$ cat src/rtl/icache_refill_unit_if.sv
// Bus bundle for icache_refill_unit: iCache request/response handshake plus L2 instruction channel.
// slave is the refill unit's view; master is the iCache/L2 environment's view.
interface icache_refill_unit_if #(
    parameter int unsigned LINE_SIZE = 128,
    parameter int unsigned BEATS     = 4,
    parameter int unsigned ADDR_SIZE = 32
);
    logic                         req_valid_i;
    logic                         req_ready_o;
    logic [ADDR_SIZE-1:0]         req_addr_i;
    logic                         kill_i;
    logic                         resp_valid_o;
    logic                         resp_ready_i;
    logic [LINE_SIZE*BEATS-1:0]   resp_line_o;
    logic [ADDR_SIZE-1:0]         resp_addr_o;
    logic                         err_o;
    logic [ADDR_SIZE-7:0]         l2_addr_o;
    logic                         l2_valid_o;
    logic [LINE_SIZE-1:0]         l2_line_i;
    logic                         l2_valid_i;
    logic [1:0]                   l2_seq_num_i;

    modport slave (
        input  req_valid_i, req_addr_i, kill_i, resp_ready_i,
        input  l2_line_i, l2_valid_i, l2_seq_num_i,
        output req_ready_o, resp_valid_o, resp_line_o, resp_addr_o, err_o,
        output l2_addr_o, l2_valid_o
    );

    modport master (
        output req_valid_i, req_addr_i, kill_i, resp_ready_i,
        output l2_line_i, l2_valid_i, l2_seq_num_i,
        input  req_ready_o, resp_valid_o, resp_line_o, resp_addr_o, err_o,
        input  l2_addr_o, l2_valid_o
    );
endinterface

$ cat src/rtl/icache_refill_unit.sv
// iCache line refill: one L2 line request, collects 4 sequence-numbered beats, returns the line.
// Optional watchdog enabled by defining ICACHE_REFILL_TIMEOUT_EN (err_o tied low otherwise).
module icache_refill_unit #(
    parameter int unsigned LINE_SIZE      = 128,
    parameter int unsigned BEATS          = 4,
    parameter int unsigned ADDR_SIZE      = 32,
    parameter int unsigned TIMEOUT_CYCLES = 64
) (
    input  logic                 clk_i,
    input  logic                 rstn_i,
    icache_refill_unit_if.slave  bus
);
    localparam int unsigned LineW = LINE_SIZE * BEATS;
    localparam int unsigned LaW   = ADDR_SIZE - 6;

    typedef enum logic [2:0] {StIdle, StReq, StWait, StResp, StDrain} state_e;

    state_e           state_q, state_d;
    logic [LaW-1:0]   la_q, la_d;
    logic [LineW-1:0] line_q, line_d;
    logic [2:0]       cnt_q, cnt_d;
    logic [2:0]       cnt_inc;
    logic             beat_last;
    logic             err;

`ifdef ICACHE_REFILL_TIMEOUT_EN
    localparam int unsigned TmoW = $clog2(TIMEOUT_CYCLES + 1);
    logic [TmoW-1:0] tmo_q, tmo_d;
    logic            tmo_hit;
`endif

    assign cnt_inc   = cnt_q + 3'd1;
    assign beat_last = (cnt_inc == 3'(BEATS));

    always_comb begin
        state_d = state_q;
        la_d    = la_q;
        line_d  = line_q;
        cnt_d   = cnt_q;
        err     = 1'b0;

        unique case (state_q)
            StIdle: begin
                // A request coinciding with a flush is dropped; stray beats are ignored here.
                if (bus.req_valid_i && !bus.kill_i) begin
                    la_d    = bus.req_addr_i[ADDR_SIZE-1:6];
                    cnt_d   = 3'd0;
                    state_d = StReq;
                end
            end
            StReq: begin
                state_d = bus.kill_i ? StDrain : StWait;
            end
            StWait: begin
                if (bus.l2_valid_i) begin
                    cnt_d = cnt_inc;
                    if (!bus.kill_i) begin
                        for (int i = 0; i < int'(BEATS); i++) begin
                            if (bus.l2_seq_num_i == 2'(i)) begin
                                line_d[i*LINE_SIZE +: LINE_SIZE] = bus.l2_line_i;
                            end
                        end
                    end
                end
                if (bus.kill_i) begin
                    // A beat accepted together with the kill still counts toward the drain.
                    state_d = (bus.l2_valid_i && beat_last) ? StIdle : StDrain;
                end else if (bus.l2_valid_i && beat_last) begin
                    state_d = StResp;
                end
            end
            StDrain: begin
                if (bus.l2_valid_i) begin
                    cnt_d = cnt_inc;
                    if (beat_last) begin
                        state_d = StIdle;
                    end
                end
            end
            StResp: begin
                if (bus.kill_i || bus.resp_ready_i) begin
                    state_d = StIdle;
                end
            end
            default: begin
                state_d = StIdle;
            end
        endcase

`ifdef ICACHE_REFILL_TIMEOUT_EN
        tmo_d   = '0;
        tmo_hit = 1'b0;
        if ((state_q == StWait || state_q == StDrain) && !bus.l2_valid_i) begin
            if (tmo_q == TmoW'(TIMEOUT_CYCLES - 1)) begin
                tmo_hit = 1'b1;
            end else begin
                tmo_d = tmo_q + TmoW'(1);
            end
        end
        if (tmo_hit) begin
            err     = 1'b1;
            state_d = StIdle;
        end
`endif
    end

    always_ff @(posedge clk_i or negedge rstn_i) begin
        if (!rstn_i) begin
            state_q <= StIdle;
            la_q    <= '0;
            line_q  <= '0;
            cnt_q   <= 3'd0;
        end else begin
            state_q <= state_d;
            la_q    <= la_d;
            line_q  <= line_d;
            cnt_q   <= cnt_d;
        end
    end

`ifdef ICACHE_REFILL_TIMEOUT_EN
    always_ff @(posedge clk_i or negedge rstn_i) begin
        if (!rstn_i) begin
            tmo_q <= '0;
        end else begin
            tmo_q <= tmo_d;
        end
    end
`endif

    assign bus.req_ready_o  = (state_q == StIdle);
    assign bus.resp_valid_o = (state_q == StResp);
    assign bus.resp_line_o  = line_q;
    assign bus.resp_addr_o  = {la_q, 6'b0};
    assign bus.l2_addr_o    = la_q;
    assign bus.l2_valid_o   = (state_q == StReq);
`ifdef ICACHE_REFILL_TIMEOUT_EN
    assign bus.err_o        = err;
`else
    assign bus.err_o        = 1'b0;
`endif

endmodule

$ cat src/flat_wrapper.sv
// flat-port wrapper written by rule: the top's interface ports become plain ports
module icache_refill_unit_flat 
#(
    parameter int unsigned LINE_SIZE      = 128,
    parameter int unsigned BEATS          = 4,
    parameter int unsigned ADDR_SIZE      = 32,
    parameter int unsigned TIMEOUT_CYCLES = 64
)
  (clk_i, rstn_i, bus_req_valid_i, bus_req_addr_i, bus_kill_i, bus_resp_ready_i, bus_l2_line_i, bus_l2_valid_i, bus_l2_seq_num_i, bus_req_ready_o, bus_resp_valid_o, bus_resp_line_o, bus_resp_addr_o, bus_err_o, bus_l2_addr_o, bus_l2_valid_o);
  icache_refill_unit_if #(.LINE_SIZE(LINE_SIZE), .BEATS(BEATS), .ADDR_SIZE(ADDR_SIZE)) bus_i ();
  input  logic clk_i;
  input  logic rstn_i;
  input wire logic [$bits(bus_i.req_valid_i)-1:0] bus_req_valid_i;
  input wire logic [$bits(bus_i.req_addr_i)-1:0] bus_req_addr_i;
  input wire logic [$bits(bus_i.kill_i)-1:0] bus_kill_i;
  input wire logic [$bits(bus_i.resp_ready_i)-1:0] bus_resp_ready_i;
  input wire logic [$bits(bus_i.l2_line_i)-1:0] bus_l2_line_i;
  input wire logic [$bits(bus_i.l2_valid_i)-1:0] bus_l2_valid_i;
  input wire logic [$bits(bus_i.l2_seq_num_i)-1:0] bus_l2_seq_num_i;
  output wire logic [$bits(bus_i.req_ready_o)-1:0] bus_req_ready_o;
  output wire logic [$bits(bus_i.resp_valid_o)-1:0] bus_resp_valid_o;
  output wire logic [$bits(bus_i.resp_line_o)-1:0] bus_resp_line_o;
  output wire logic [$bits(bus_i.resp_addr_o)-1:0] bus_resp_addr_o;
  output wire logic [$bits(bus_i.err_o)-1:0] bus_err_o;
  output wire logic [$bits(bus_i.l2_addr_o)-1:0] bus_l2_addr_o;
  output wire logic [$bits(bus_i.l2_valid_o)-1:0] bus_l2_valid_o;
  assign bus_i.req_valid_i = bus_req_valid_i;
  assign bus_i.req_addr_i = bus_req_addr_i;
  assign bus_i.kill_i = bus_kill_i;
  assign bus_i.resp_ready_i = bus_resp_ready_i;
  assign bus_i.l2_line_i = bus_l2_line_i;
  assign bus_i.l2_valid_i = bus_l2_valid_i;
  assign bus_i.l2_seq_num_i = bus_l2_seq_num_i;
  assign bus_req_ready_o = bus_i.req_ready_o;
  assign bus_resp_valid_o = bus_i.resp_valid_o;
  assign bus_resp_line_o = bus_i.resp_line_o;
  assign bus_resp_addr_o = bus_i.resp_addr_o;
  assign bus_err_o = bus_i.err_o;
  assign bus_l2_addr_o = bus_i.l2_addr_o;
  assign bus_l2_valid_o = bus_i.l2_valid_o;
  icache_refill_unit #(.LINE_SIZE(LINE_SIZE), .BEATS(BEATS), .ADDR_SIZE(ADDR_SIZE), .TIMEOUT_CYCLES(TIMEOUT_CYCLES)) u_core (.clk_i(clk_i), .rstn_i(rstn_i), .bus(bus_i));
endmodule
$ cat config.mk
export PLATFORM = sky130hd
export DESIGN_NAME = icache_refill_unit_flat
export DESIGN_NICKNAME = d
export VERILOG_FILES = /design/src/rtl/icache_refill_unit_if.sv /design/src/rtl/icache_refill_unit.sv /design/src/flat_wrapper.sv
export SDC_FILE = /design/constraint.sdc
export NUM_CORES = 1
export LEC_CHECK = 0
export ABC_AREA = 0
export BUFFER_PORTS_ARGS = -buffer_cell sky130_fd_sc_hd__buf_2
export CORE_AREA = 2 2 291 293
export DETAILED_ROUTE_END_ITERATION = 10
export DIE_AREA = 0 0 293 295
export PLACE_DENSITY = 0.58
export SYNTH_ARGS = -nofsm -noshare
export SYNTH_HDL_FRONTEND = slang
export SYNTH_SLANG_ARGS = --single-unit
$ cat constraint.sdc
create_clock -name clk_i -period 4.3 [get_ports clk_i]
set_input_delay 0.215 -clock clk_i [delete_from_list [all_inputs] [get_ports clk_i]]
set_output_delay 0.215 -clock clk_i [all_outputs]
set_load 0.02 [all_outputs]
==> flow_metrics.env <==
export IMPL_ios=742
export IMPL_dpl_hpwl_um=42400
export IMPL_critPathCaptureType="flip-flop"
export IMPL_async_flop_share=1.00
export IMPL_vdd_drop_max_mv=0.361
export IMPL_area_delta_synth_final_pct=40.8
export IMPL_rows=106
export IMPL_rsz0062_at_grt="no"
export IMPL_core_um2=83200
export IMPL_maxSlewViolCount=0
export IMPL_post_cts_setup_buffer_count=0
export IMPL_die_h_um=295
export IMPL_htreeDepth=2
export IMPL_hold_viol=0
export IMPL_antenna_left=0
export IMPL_skew_ns=0.0180
export IMPL_crit_fanout=38
export IMPL_r2r_cells=4
export IMPL_place_congestion=0.816
export IMPL_num_fill_cells=8082
export IMPL_grt_max_degree=94
export IMPL_seq_area_frac_synth=0.660
export IMPL_synth_seq_cells=544
export IMPL_drv_cap=0
export IMPL_reg2reg_slack_ns=1.50
export IMPL_die_w_um=293
export IMPL_routed_via_density=4.22
export IMPL_r2r_start="u_core.state_q[0]"
export IMPL_start_util=0.248
export IMPL_required_ns=4.80
export IMPL_final_setup_viol_count=0
export IMPL_numCtsBuffers=61
export IMPL_yosysWarnings=0
export IMPL_drt_wl_total_um=60300
export IMPL_grt_remaining_overflow=0
export IMPL_leakagePower_nw=16.0
export IMPL_hold_buffers=160
export IMPL_maxSlewHeadroom=0.135
export IMPL_min_path_type="input pin to asynchronous set/reset pin"
export IMPL_wl_per_cell_um=18.7
export IMPL_cts_repair_resized=0
export IMPL_dieArea_um2=86400
export IMPL_drtIter0Drc=386
export IMPL_worstSkewPairLatency_ns=0.62
export IMPL_drt_pre_antenna_iters=4
export IMPL_r2r_end="u_core.bus.resp_line_o[49]"
export IMPL_critPathKind="flip-flop to flip-flop"
export IMPL_max_freq_ghz=0.357
export IMPL_ys_types=34
export IMPL_clock_sinks=544
export IMPL_final_common_cell="buf_2"
export IMPL_synth_avg_cell_area_um2=16.9
export IMPL_worstPathArrival_ns=3.29
export IMPL_yosys_most_used_dff="dfrtp_1"
export IMPL_tns_ns=0
export IMPL_drive_gt1_frac=0.649
export IMPL_antenna_found_initial=2
export IMPL_clkTransAtPathRegs_ns=0.06
export IMPL_tightest_slew_ns=1.29
export IMPL_drc_errors=0
export IMPL_gr_usage_all_layers=0.135
export IMPL_synth_cell_area_um2=20600
export IMPL_grt_first_pass_wirelength_um=90900
export IMPL_cts_tree="yes"
export IMPL_nets=2274
export IMPL_num_vias=13664
export IMPL_clockRootBuffer="clkbuf_16"
export IMPL_start_kind="flip-flop"
export IMPL_synth_edf_count=0
export IMPL_clockBufferDepth=3
export IMPL_fin_util=0.349
export IMPL_portBuffers=728
export IMPL_post_route_period_util=0.651
export IMPL_period_needed_ns=2.80
export IMPL_status="complete, no violations"
export IMPL_p_per_area_nw_per_um2=578
export IMPL_grt_pass1_vias=14924
export IMPL_netlist_instances=1223
export IMPL_final_cell_mix="buf_2, dfrtp_1, mux2_2"
sequential cells by signal, indices dropped and copies added, names as in the netlist:
register / count
u_core.bus.resp_line_o: 512
u_core.cnt_q: 3
u_core.bus.l2_addr_o: 26
u_core.state_q: 3
through the flow:
| stage | std cells | total power [W] | cell area [µm²] | worst slack (ns) | hold WS [ns] |
|---|---|---|---|---|---|
| final | 3235 | 0.0168 | 29100 | 1.50 | 0.219 |
| after floorplan | 1229 | 0.00952 | 20700 | 2.32 | -0.0806 |
| after global placement | 2961 | 0.0112 | 25300 | 1.58 | 0.290 |
| after detailed placement | 2961 | 0.0113 | 25300 | 1.53 | 0.304 |
| after global routing | 3235 | 0.0175 | 29100 | 1.39 | 0.219 |
| after CTS | 3233 | 0.0170 | 29000 | 1.51 | 0.213 |
final cells by class:
class / count / area, µm² / share of cell area
Tap cell: 1080 / 1350 / 0.0465
Clock buffer: 82 / 1750 / 0.0601
Timing Repair Buffer: 906 / 5520 / 0.190
Inverter: 4 / 15.0 / 0.000517
Clock inverter: 30 / 394 / 0.0136
Antenna cell: 2 / 5.00 / 0.000172
Multi-Input combinational cell: 587 / 6410 / 0.221
Sequential cell: 544 / 13600 / 0.469
worst max-delay path, cell delays in order, from the launching register on:
cell     delay (ns)
dfrtp_1        0.51
or3_4          0.47
or4_4          0.79
buf_4          0.42
mux2_2         0.36
synthesized netlist by cell type (2+ instances only):
master	number	area share
mux2_2	540	0.29
a31oi_1	2	0.00061
inv_1	4	0.00073
buf_6	14	0.0076
nor3_1	4	0.00097
nand3b_1	3	0.0011
ha_1	2	0.0012
a21oi_1	2	0.00049
o21ai_0	3	0.00073
nor2b_1	2	0.00061
dfrtp_1	544	0.66
buf_2	38	0.0092
clkbuf_1	7	0.0013
buf_4	35	0.013
nor2_1	2	0.00036
nand2_1	3	0.00055
worst max path at each step:
stage / startpoint / end / slack (ns) / cells after the start
floorplan: u_core.state_q[2] / u_core.bus.resp_line_o[135] / 2.32 / 5
global placement: u_core.state_q[2] / u_core.bus.resp_line_o[59] / 1.58 / 4
detailed placement: u_core.state_q[0] / u_core.bus.resp_line_o[49] / 1.53 / 4
CTS: u_core.state_q[0] / u_core.bus.resp_line_o[38] / 1.51 / 4
global route: u_core.state_q[0] / u_core.bus.resp_line_o[38] / 1.39 / 4
finish: u_core.state_q[0] / u_core.bus.resp_line_o[49] / 1.50 / 4
power by group:
part | internal (W) | total [W] | leakage, nW | switching [W]
combinational | 0.00179 | 0.00452 | 7.46 | 0.00274
clock | 0.00333 | 0.00547 | 1.07 | 0.00215
sequential | 0.00618 | 0.00678 | 7.44 | 0.000607
logic make-up after synthesis:
logic type,share of synthesized area
AND/OR/NAND/NOR,0.00825
flip-flops,0.660
adder cells (fa/ha/maj),0.00121
XOR/XNOR,0.000849
other,0.000182
AO/OA/AOI/OAI,0.00358
buffers and inverters,0.0316
multiplexers,0.295
layer usage:
layer / track usage / vias to the layer above / part of all wire
met5: 0 / - / 0
met4: 0.0599 / 0 / 0.042
met3: 0.0388 / 136 / 0.064
met2: 0.235 / 424 / 0.51
met1: 0.152 / 7046 / 0.38
li1: - / 6058 / -
(Power assumes the default switching activity.)
